[config.mk]
export PLATFORM = sky130hd
export DESIGN_NAME = axis_rr_arbiter
export DESIGN_NICKNAME = d
export VERILOG_FILES = /design/src/rtl/axis_rr_arbiter.sv
export SDC_FILE = /design/constraint.sdc
export NUM_CORES = 1
export LEC_CHECK = 0
export ABC_CLOCK_PERIOD_IN_PS = 5200
export CAP_MARGIN = 20
export CORE_AREA = 2 2 269 271
export DETAILED_ROUTE_END_ITERATION = 10
export DIE_AREA = 0 0 271 273
export GPL_ROUTABILITY_DRIVEN = 1
export PLACE_DENSITY = 0.56
export SYNTH_ARGS = -nofsm -noshare
export SYNTH_HDL_FRONTEND = slang
export SYNTH_SLANG_ARGS = --single-unit
[constraint.sdc]
create_clock -name aclk -period 5.2 [get_ports aclk]
set_input_delay 1.3 -clock aclk [delete_from_list [all_inputs] [get_ports aclk]]
set_output_delay 1.3 -clock aclk [all_outputs]
set_load 0.01 [all_outputs]
[src/rtl/axis_rr_arbiter.sv]
// Round-robin arbiter merging NUM_INPUTS AXI-stream sources into one tagged
// output stream through a single register slice, with per-source beat counters.
module axis_rr_arbiter #(
  parameter int NUM_INPUTS = 4,
  parameter int DATA_WIDTH = 128,
  parameter int ID_WIDTH   = 4
) (
  input  logic                                 aclk,
  input  logic                                 resetn,
  input  logic [NUM_INPUTS-1:0]                S00_AXIS_TVALID,
  input  logic [NUM_INPUTS-1:0][DATA_WIDTH-1:0] S00_AXIS_TDATA,
  output logic [NUM_INPUTS-1:0]                S00_AXIS_TREADY,
  output logic                                 M00_AXIS_TVALID,
  output logic [DATA_WIDTH-1:0]                M00_AXIS_TDATA,
  output logic [ID_WIDTH-1:0]                  M00_AXIS_TID,
  input  logic                                 M00_AXIS_TREADY,
  input  logic [ID_WIDTH-1:0]                  stat_sel,
  input  logic                                 stat_clear,
  output logic [31:0]                          stat_count
);

  localparam int SEL_W = (NUM_INPUTS > 1) ? $clog2(NUM_INPUTS) : 1;
  localparam logic [SEL_W-1:0]  LAST_IDX = SEL_W'(NUM_INPUTS - 1);
  localparam logic [ID_WIDTH:0] NUM_EXT  = (ID_WIDTH + 1)'(NUM_INPUTS);

  logic              load_en;
  logic              grant_valid;
  logic [SEL_W-1:0]  grant;
  logic [SEL_W-1:0]  ptr_q;
  logic              accept;
  logic [31:0]       cnt_all [NUM_INPUTS];

  assign load_en = resetn & (~M00_AXIS_TVALID | M00_AXIS_TREADY);
  assign accept  = load_en & grant_valid;

  // First valid source at or after the pointer, wrapping past the last index.
  always_comb begin
    int unsigned      idx;
    logic [SEL_W-1:0] cand;
    grant       = '0;
    grant_valid = 1'b0;
    idx         = 0;
    cand        = '0;
    for (int unsigned k = 0; k < NUM_INPUTS; k++) begin
      idx = 32'(ptr_q) + k;
      if (idx >= NUM_INPUTS) idx = idx - NUM_INPUTS;
      cand = SEL_W'(idx);
      if (!grant_valid && S00_AXIS_TVALID[cand]) begin
        grant_valid = 1'b1;
        grant       = cand;
      end
    end
  end

  always_comb begin
    S00_AXIS_TREADY = '0;
    if (grant_valid) S00_AXIS_TREADY[grant] = load_en;
  end

  always_ff @(posedge aclk) begin
    if (!resetn) begin
      M00_AXIS_TVALID <= 1'b0;
      M00_AXIS_TDATA  <= '0;
      M00_AXIS_TID    <= '0;
      ptr_q           <= '0;
    end else if (load_en) begin
      if (grant_valid) begin
        M00_AXIS_TVALID <= 1'b1;
        M00_AXIS_TDATA  <= S00_AXIS_TDATA[grant];
        M00_AXIS_TID    <= ID_WIDTH'(grant);
        ptr_q           <= (grant == LAST_IDX) ? '0 : grant + 1'b1;
      end else begin
        M00_AXIS_TVALID <= 1'b0;
      end
    end
  end

  // Saturating per-source counters; clear takes priority over an increment.
  for (genvar i = 0; i < NUM_INPUTS; i++) begin : gen_cnt
    logic [31:0] cnt_q;
    always_ff @(posedge aclk) begin
      if (!resetn || stat_clear) begin
        cnt_q <= '0;
      end else if (accept && (grant == SEL_W'(i)) && (cnt_q != '1)) begin
        cnt_q <= cnt_q + 32'd1;
      end
    end
    assign cnt_all[i] = cnt_q;
  end

  always_ff @(posedge aclk) begin
    if (!resetn) begin
      stat_count <= '0;
    end else if ({1'b0, stat_sel} < NUM_EXT) begin
      stat_count <= cnt_all[stat_sel[SEL_W-1:0]];
    end else begin
      stat_count <= '0;
    end
  end

endmodule

After elaboration in Yosys (flattened, before gate mapping)
Index checks and enable logic that the tools add are counted.
Widths: inputs -> output; s select.
- register bits after elaboration: 293
- bits of input ports: 524
- bitwise logic cells: 6
- reductions and logical operators: 20
- $add $sub $neg: 12
- order comparisons: 12
- muxes and demuxes: 30
- equal/unequal tests: 7
- operators with widths (cell ; count):
    $bmux 128 s2 ; 1
    $add 32x1->32 const B ; 4
    $mux 128 ; 1
    $ne 32x32->1 const B ; 4
    $bmux 32 s2 ; 1
    $mux 32 ; 2
    $mux 2 ; 9
    $lt 2x3->1 const B ; 5
    $ge 3x3->1 const B ; 4
    $logic_and 1x1->1 ; 12
    $mux 1 ; 10
    $bmux 1 s2 ; 4
    $sub 2x1->2 const B ; 4
    $add 2x2->3 const B ; 2
    $and 4x4->4 ; 1
    $eq 2x2->1 const B ; 2
    $logic_not 1->1 ; 4
    $lt 4x3->1 const B ; 1
    $mux 4 ; 1
    $reduce_and 2->1 ; 2
    $add 2x1->3 const B ; 1
    $ge 2x3->1 const B ; 1
    $not 2->3 ; 1
    $add 2x1->2 const B ; 1
    8 further kinds ; 9

Longest topological paths before layout
Gate-level depths: netlist of the first run.
- depth after elaboration: 20
- depth in mapped cells: 13
- depth with buffers taken out: 11

Worst setup path after synthesis of the first run
No wires, ideal clock.
- path type: input port to output port
- start: input port S00_AXIS_TVALID[2]
- end: output port S00_AXIS_TREADY[1]
- arrival time: 2.956 ns
- slack: 0.944 ns
- cell stages on the path: 9
- path buffers: 2
- cells stage by stage: nor2b_1 -> nor3b_1 -> o22ai_2 -> inv_2 -> clkbuf_1 -> clkbuf_1 -> ha_1 -> nand2_2 -> inv_2
- longest elaborated chain between the ends: 18
- ends and longest elaborated chain (element ; line ; source):
    start, declared ; 10 ; input logic [NUM_INPUTS-1:0] S00_AXIS_TVALID,
    $bmux 1 s2 ; 48 ; if (!grant_valid && S00_AXIS_TVALID[cand]) begin
    $mux 1 (implied by the code) ; 48 ;
    $mux 1 ; 48 ;
    $logic_not 1->1 ; 48 ;
    $logic_and 1x1->1 ; 48 ;
    $mux 1 ; 48 ;
    $logic_not 1->1 ; 48 ;
    $logic_and 1x1->1 ; 48 ;
    (+2 left out) ; - ;
    $logic_and 1x1->1 ; 48 ;
    $mux 2 ; 48 ;
    $lt 2x3->1 (implied by the code) or $ge 2x1->1 (tied branches) ; 57 ; if (grant_valid) S00_AXIS_TREADY[grant] = load_en;
    $logic_and 1x1->1 (implied by the code) ; 57 ;
    $mux 1 (implied by the code) ; 57 ;
    $demux 1 s2 ; 57 ;
    $and 4x4->4 (no line) ; - ;
    $mux 4 * ; 57 ;
    end, declared ; 12 ; output logic [NUM_INPUTS-1:0] S00_AXIS_TREADY,
Every way passes the cells marked *; elsewhere a longest branch is shown, timed or not. The select of a mux whose other input is x is not followed.

Worst setup path in the final report of the first run
Ends and elaborated chain as after synthesis.

==> flow_summary_export.csv, run 1 <==
group,metric,value,unit
floorplan,io_pins,693,
setup_path,worstPathArrival,3.62,ns
layout,final_common_cell,"clkdlybuf4s50_1",
timing,rsz0062_at_grt,"false",
logic_synthesis,yosysWarnings,0,
logic_synthesis,ys.flop_type,"dfxtp_1",
logic_synthesis,ys_seq_elements,293,
clock_tree,cts_tree,"yes",
logic_synthesis,synthesis.area,15700,um2
setup_path,r2r_slack,2.04,ns
clock_tree,clk_pin_slew_worst_paths,0.05,ns
power,leakagePower,0.009763,uW
placed_design,port_buffers,690,
global_routing,grt_pass1_wl,114.5,mm
routing,first_pass_iters,6,
global_routing,grtUsageTotal,20.67,%
routing,detail-route-antenna-nets,0,
placed_design,dpl.hpwl,62.91,mm
logic_synthesis,avgSynthCellArea,7.659,um2
timing,setup_viol,0,
routing,finalWirelength,81.30,mm
logic_synthesis,synth_cell_types,66,
global_routing,antenna_found_initial,28,
logic_synthesis,synth_edf_count,0,
power,power_density,292.6,nW/um2
floorplan,die-area,73980,um2
layout,nFillCells,7440,
global_routing,grt_max_degree,180,
status,outcome,"completed",
clock_tree,cts_sinks,293,
timing,finClkSkew,0.02441,ns
layout,drive_gt1_share,6.015,%
setup_path,worst_setup_path_start_kind,"input pin",
clock_tree,clockBufferDepth,3,
timing,worstMarginPinSlew,1.120,ns
global_routing,gr-total-overflow,0,
timing,clock.fmax,203.4,MHz
setup_path,endpoint_kind,"primary output",
clock_tree,htree_levels,2,
layout,syn_to_final_growth,58.75,%
global_routing,first_global_vias,16660,
timing,fin_setup_tns,0,ns
logic_synthesis,syn_inst,2050,
logic_synthesis,async_flop_share,0,%
logic_synthesis,synth_seq_area_share,37.36,%
clock_tree,hold_buffers,0,
timing,maxSlewViolCount,0,
timing,hold_violations,0,
setup_path,cp.required,3.90,ns
setup_path,crit_chain,"clkdlybuf4s50_1, nor2b_1, nor3b_1, o22ai_4, inv_8, ha_1, nand2_2, inv_2, clkdlybuf4s50_1",
setup_path,path_buf_inv,4,
clock_tree,cts_buffers,41,
timing,max_slew_margin,25.34,%
timing,min_period,4.917,ns
layout,nNetsFinal,3207,
min_path,min_path_type,"flip-flop to flip-flop",
routing,first_iter_violations,1458,
routing,routedWlPerCell,22.17,um
floorplan,core-area,71000,um2
floorplan,dieHeight,273,um
clock_tree,insertion_delay,0.57,ns
routing,vias,17800,
power,power,7293,uW
routing,vias_per_cell,4.853,
setup_path,path_common_cell,"clkdlybuf4s50_1",
floorplan,rows,98,
setup_path,cp_slowest_cell,"clkdlybuf4s50_1",
routing,route.detailed.drc,0,
power,max-vdd-ir-drop,0.0001792,V
setup_path,cp_slowest_stage_delay,0.56,ns
layout,multi_input_area,9125,um2
setup_path,crit_family,"buffers and inverters",
setup_path,worstPathMaxFanout,10,
placed_design,gp_congestion,0.9155,
setup_path,critPathKind,"input pin to primary output",
floorplan,die_x,271,um
layout,regArea,5866,um2
layout,layout_common_cells,"clkdlybuf4s50_1, nand2_1, dfxtp_1",
flow_run,cap_violations,0,
timing,timing.final.crit_share,94.55,%
floorplan,initial_core_util,22.11,%
clock_tree,root_buffer,"clkbuf_16",
[area by class of cell]
cell class                      instances  share of cell area, %
Multi-Input combinational cell       1599                  36.61
Tap cell                              950                  4.769
Antenna cell                            7                0.07028
Clock inverter                         21                 0.9337
Inverter                               16                 0.2711
Clock buffer                           54                  4.553
Timing Repair Buffer                  727                  29.26
Sequential cell                       293                  23.53
[cell usage after synthesis, drive strengths merged, types with 4 or more instances]
master | instances | area (um2)
or4 | 15 | 112.6
and4 | 15 | 131.4
nor2 | 111 | 419.2
o31ai | 7 | 52.55
o21ai | 33 | 165.2
or3 | 28 | 181.4
xor2 | 20 | 175.2
ha | 5 | 62.56
mux4 | 32 | 724.4
a211o | 128 | 1121
nand3 | 44 | 220.2
nand2 | 581 | 2186
inv | 16 | 60.06
dfxtp | 293 | 5866
clkbuf | 79 | 296.5
nor2b | 4 | 25.02
a211oi | 9 | 67.56
nor3b | 4 | 30.03
and3 | 47 | 294.0
xnor2 | 58 | 508.0
nor4 | 23 | 156.4
a21oi | 292 | 1461
nand4 | 53 | 352.8
buf | 64 | 401.6
nor3 | 40 | 200.2
o211ai | 7 | 57.55
and2 | 8 | 50.05
[through the flow]
stage                     setup WS (ns)  hold slack [ns]  instances  utilization, %  area (um2)
after floorplan                  0.9436           0.4617       2051               -       15700
after global placement           0.1660           0.4357       3585           33.14       23530
after detailed placement         0.1137           0.4398       3585           33.14       23530
after CTS                        0.1086           0.4528       3660           35.07       24900
after global routing             0.1178           0.4728       3666           35.10       24920
final                            0.2833           0.4525       3667           35.11       24920
[metal layers]
layer / track usage [%] / vias to the layer above / share of wire, %
met1: 25.82 / 8334 / 41
met3: 5.878 / 130 / 8.9
li1: - / 8504 / -
met2: 34.18 / 789 / 47
met4: 6.761 / 40 / 3.0
met5: 0 / - / 0.31
[worst paths after layout]
path                      start                   to  depth (start not counted)
max          S00_AXIS_TVALID[2]   S00_AXIS_TREADY[1]                          9
min reg2reg     M00_AXIS_TID[1]      M00_AXIS_TID[1]                          2
max reg2reg            ptr_q[0]  gen_cnt[1].cnt_q[8]                         10
min             M00_AXIS_TID[1]      M00_AXIS_TID[1]                          2
[power by group]
| group | internal [uW] | total (uW) | switching, uW |
|---|---|---|---|
| logic | 943 | 1840 | 900 |
| registers | 2430 | 2540 | 108 |
| clock network | 1740 | 2910 | 1170 |
[sequential cells by signal, indices dropped and copies added, names as in the netlist]
name	flops
M00_AXIS_TDATA	128
gen_cnt.cnt_q	128
stat_count	32
M00_AXIS_TID	2
ptr_q	2
M00_AXIS_TVALID	1
[tightest hold or removal path: stages, from the launching register on]
cell and delay [ns]:
dfxtp_1 0.31, nand2_1 0.05, nand2_1 0.04
[logic make-up (layout without fill, tap and decap cells)]
kind of cell	count (synthesis)	count (layout)	synth area share, %
mux	34	34	4.742
flops	293	293	37.36
simple gates	992	992	28.84
buf+inv	159	818	4.829
xor+xnor	78	78	4.351
fa+ha+maj	5	5	0.3985
other cells	1	9	0.02389
compound gates	488	488	19.45
[repair_timing]
action | in CTS | in global routing
setup buffers | 0 | 0
hold endpoints to repair | 0 | 0
setup endpoints to repair | 0 | 1
gates resized for setup | 0 | 1
Note: power is estimated with default switching activity, not from simulation.
==> inputs of run 2 (changes only) <==
Settings changed: ABC_CLOCK_PERIOD_IN_PS 5200 to 5500, GPL_TIMING_DRIVEN from default to 1.
Clock period 5.2 ns to 5.5 ns, I/O delays scaled along.
==> run 2 against run 1 <==
Effect of this change:
- core utilization barely moved
- global-route usage fell by 0.095 points
- power fell by 5.1%
- cell count did not move
- first-iteration DRC count fell by 8.2%
- critical path depth fell by 3
- clock power fell by 4%
- via count fell by 1.0%
- hold slack got worse by 0.0022 ns
- critical endpoint is now S00_AXIS_TREADY[0]
- largest cell class unchanged
==> flow_summary_export.csv, run 2 (synthesis gave the netlist of run 1 again) <==
group,metric,value,unit
timing,min_period,5.361,ns
min_path,min_path_type,"flip-flop to flip-flop",
setup_path,r2r_start,"ptr_q[0]",
floorplan,core-area,71000,um2
routing,first_iter_violations,1339,
global_routing,grt_pass1_wl,113.5,mm
setup_path,worstPathArrival,3.99,ns
setup_path,cp.required,4.12,ns
floorplan,die-area,73980,um2
timing,worstMarginPinSlew,1.171,ns
layout,reg_top3,"M00_AXIS_TDATA (128), gen_cnt.cnt_q (128), stat_count (32)",
clock_tree,cts_buffers,40,
floorplan,dieHeight,273,um
timing,clock.fmax,186.5,MHz
layout,layout_common_cells,"clkdlybuf4s50_1, nand2_1, dfxtp_1",
power,max-vdd-ir-drop,0.0001821,V
routing,route.detailed.drc,0,
clock_tree,hold_buffers,0,
layout,nNetsFinal,3206,
routing,first_pass_iters,5,
power,power_density,277.7,nW/um2
clock_tree,cts_tree,"yes",
timing,max_slew_margin,20.69,%
timing,fin_setup_tns,0,ns
min_path,min_to,"M00_AXIS_TID[1]",
timing,timing.final.crit_share,97.48,%
setup_path,cp_slowest_stage_delay,0.98,ns
clock_tree,htree_levels,2,
global_routing,gr-total-overflow,0,
clock_tree,clk_pin_slew_worst_paths,0.06,ns
global_routing,antenna_found_initial,31,
setup_path,path_common_cell,"clkdlybuf4s50_1",
setup_path,endpoint_kind,"primary output",
setup_path,critical_path.reg2reg.endpoint,"gen_cnt[0].cnt_q[17]",
global_routing,grtUsageTotal,20.57,%
timing,rsz0062_at_grt,"false",
global_routing,first_global_vias,16520,
setup_path,critPathKind,"input pin to primary output",
timing,setup_viol,0,
global_routing,grt_max_degree,167,
floorplan,initial_core_util,22.11,%
setup_path,crit_chain,"clkdlybuf4s50_1, nor2b_1, o311ai_1, nand2_1, inv_1, clkdlybuf4s50_1",
floorplan,rows,98,
min_path,worstHoldStart,"M00_AXIS_TID[1]",
placed_design,port_buffers,690,
power,leakagePower,0.009756,uW
layout,syn_to_final_growth,58.77,%
flow_run,cap_violations,0,
setup_path,worstPathMaxFanout,5,
placed_design,dpl.hpwl,62.84,mm
timing,hold_violations,0,
setup_path,cp_slowest_cell,"o311ai_1",
clock_tree,cts_sinks,293,
placed_design,gp_congestion,0.9248,
status,outcome,"completed",
setup_path,ff2ff_path_depth,6,
min_path,holdPathStages,2,
layout,final_util,35.11,%
routing,detail-route-antenna-nets,0,
layout,drive_gt1_share,5.913,%
floorplan,io_pins,693,
clock_tree,postCtsSetupBuffers,0,
routing,routedWlPerCell,22.07,um
floorplan,die_x,271,um
layout,final_common_cell,"clkdlybuf4s50_1",
timing,maxSlewViolCount,0,
clock_tree,clockBufferDepth,3,
clock_tree,insertion_delay,0.58,ns
clock_tree,cts.repair.resized,0,
setup_path,worst_setup_path_start_kind,"input pin",
routing,vias,17620,
routing,vias_per_cell,4.804,
routing,finalWirelength,80.92,mm
setup_path,r2r_slack,2.46,ns
clock_tree,root_buffer,"clkbuf_16",
timing,finClkSkew,0.02239,ns
-- run 2: worst max-delay path: cells and delay by family --
kind                   cells  cell delay [ns]
AO/OA/AOI/OAI              1             0.98
buffers and inverters      3             1.14
AND/OR/NAND/NOR            2             0.49
-- run 2: layout make-up --
class	instances	area, um2
tap	950	1189
clock buffer	54	1155
timing repair buffer	727	7274
sequential	293	5866
fill	7345	46070
clock inverter	17	230.2
antenna	11	27.53
multi-input combinational	1599	9117
inverter	16	67.56
-- run 2: through the flow --
stage               instance area, um2  power [uW]  std cells  hold WS [ns]  worst slack (ns)
floorplan                        15700        3155       2051        0.4617             1.094
finish                           24930        6922       3667        0.4503            0.1386
CTS                              24880        7017       3655        0.4554            0.2171
detailed placement               23500        4186       3584        0.4434            0.2281
global placement                 23500        4185       3584        0.4387            0.2547
global route                     24910        7227       3662        0.4705           0.08279
-- run 2: worst max-delay path by stage --
stage,from,endpoint,slack (ns),cells past startpoint
final,S00_AXIS_TVALID[2],S00_AXIS_TREADY[0],0.14,6
after global routing,S00_AXIS_TVALID[2],S00_AXIS_TREADY[0],0.08,6
after CTS,S00_AXIS_TVALID[2],S00_AXIS_TREADY[0],0.22,6
after detailed placement,S00_AXIS_TVALID[2],S00_AXIS_TREADY[0],0.23,6
after global placement,S00_AXIS_TVALID[2],S00_AXIS_TREADY[0],0.25,6
after floorplan,S00_AXIS_TVALID[2],S00_AXIS_TREADY[1],1.09,9
-- run 2: power breakdown --
part / switching [uW] / internal (uW)
combinational: 855 / 890
sequential: 98.0 / 2300
clock: 1110 / 1670
-- run 2: per-layer routing --
metal	wire (um)	track usage, %	vias up
met4	3047	8.447	44
met3	7347	6.634	155
met5	260	0	-
met1	33020	25.32	8213
li1	-	-	8520
met2	37240	33.09	683
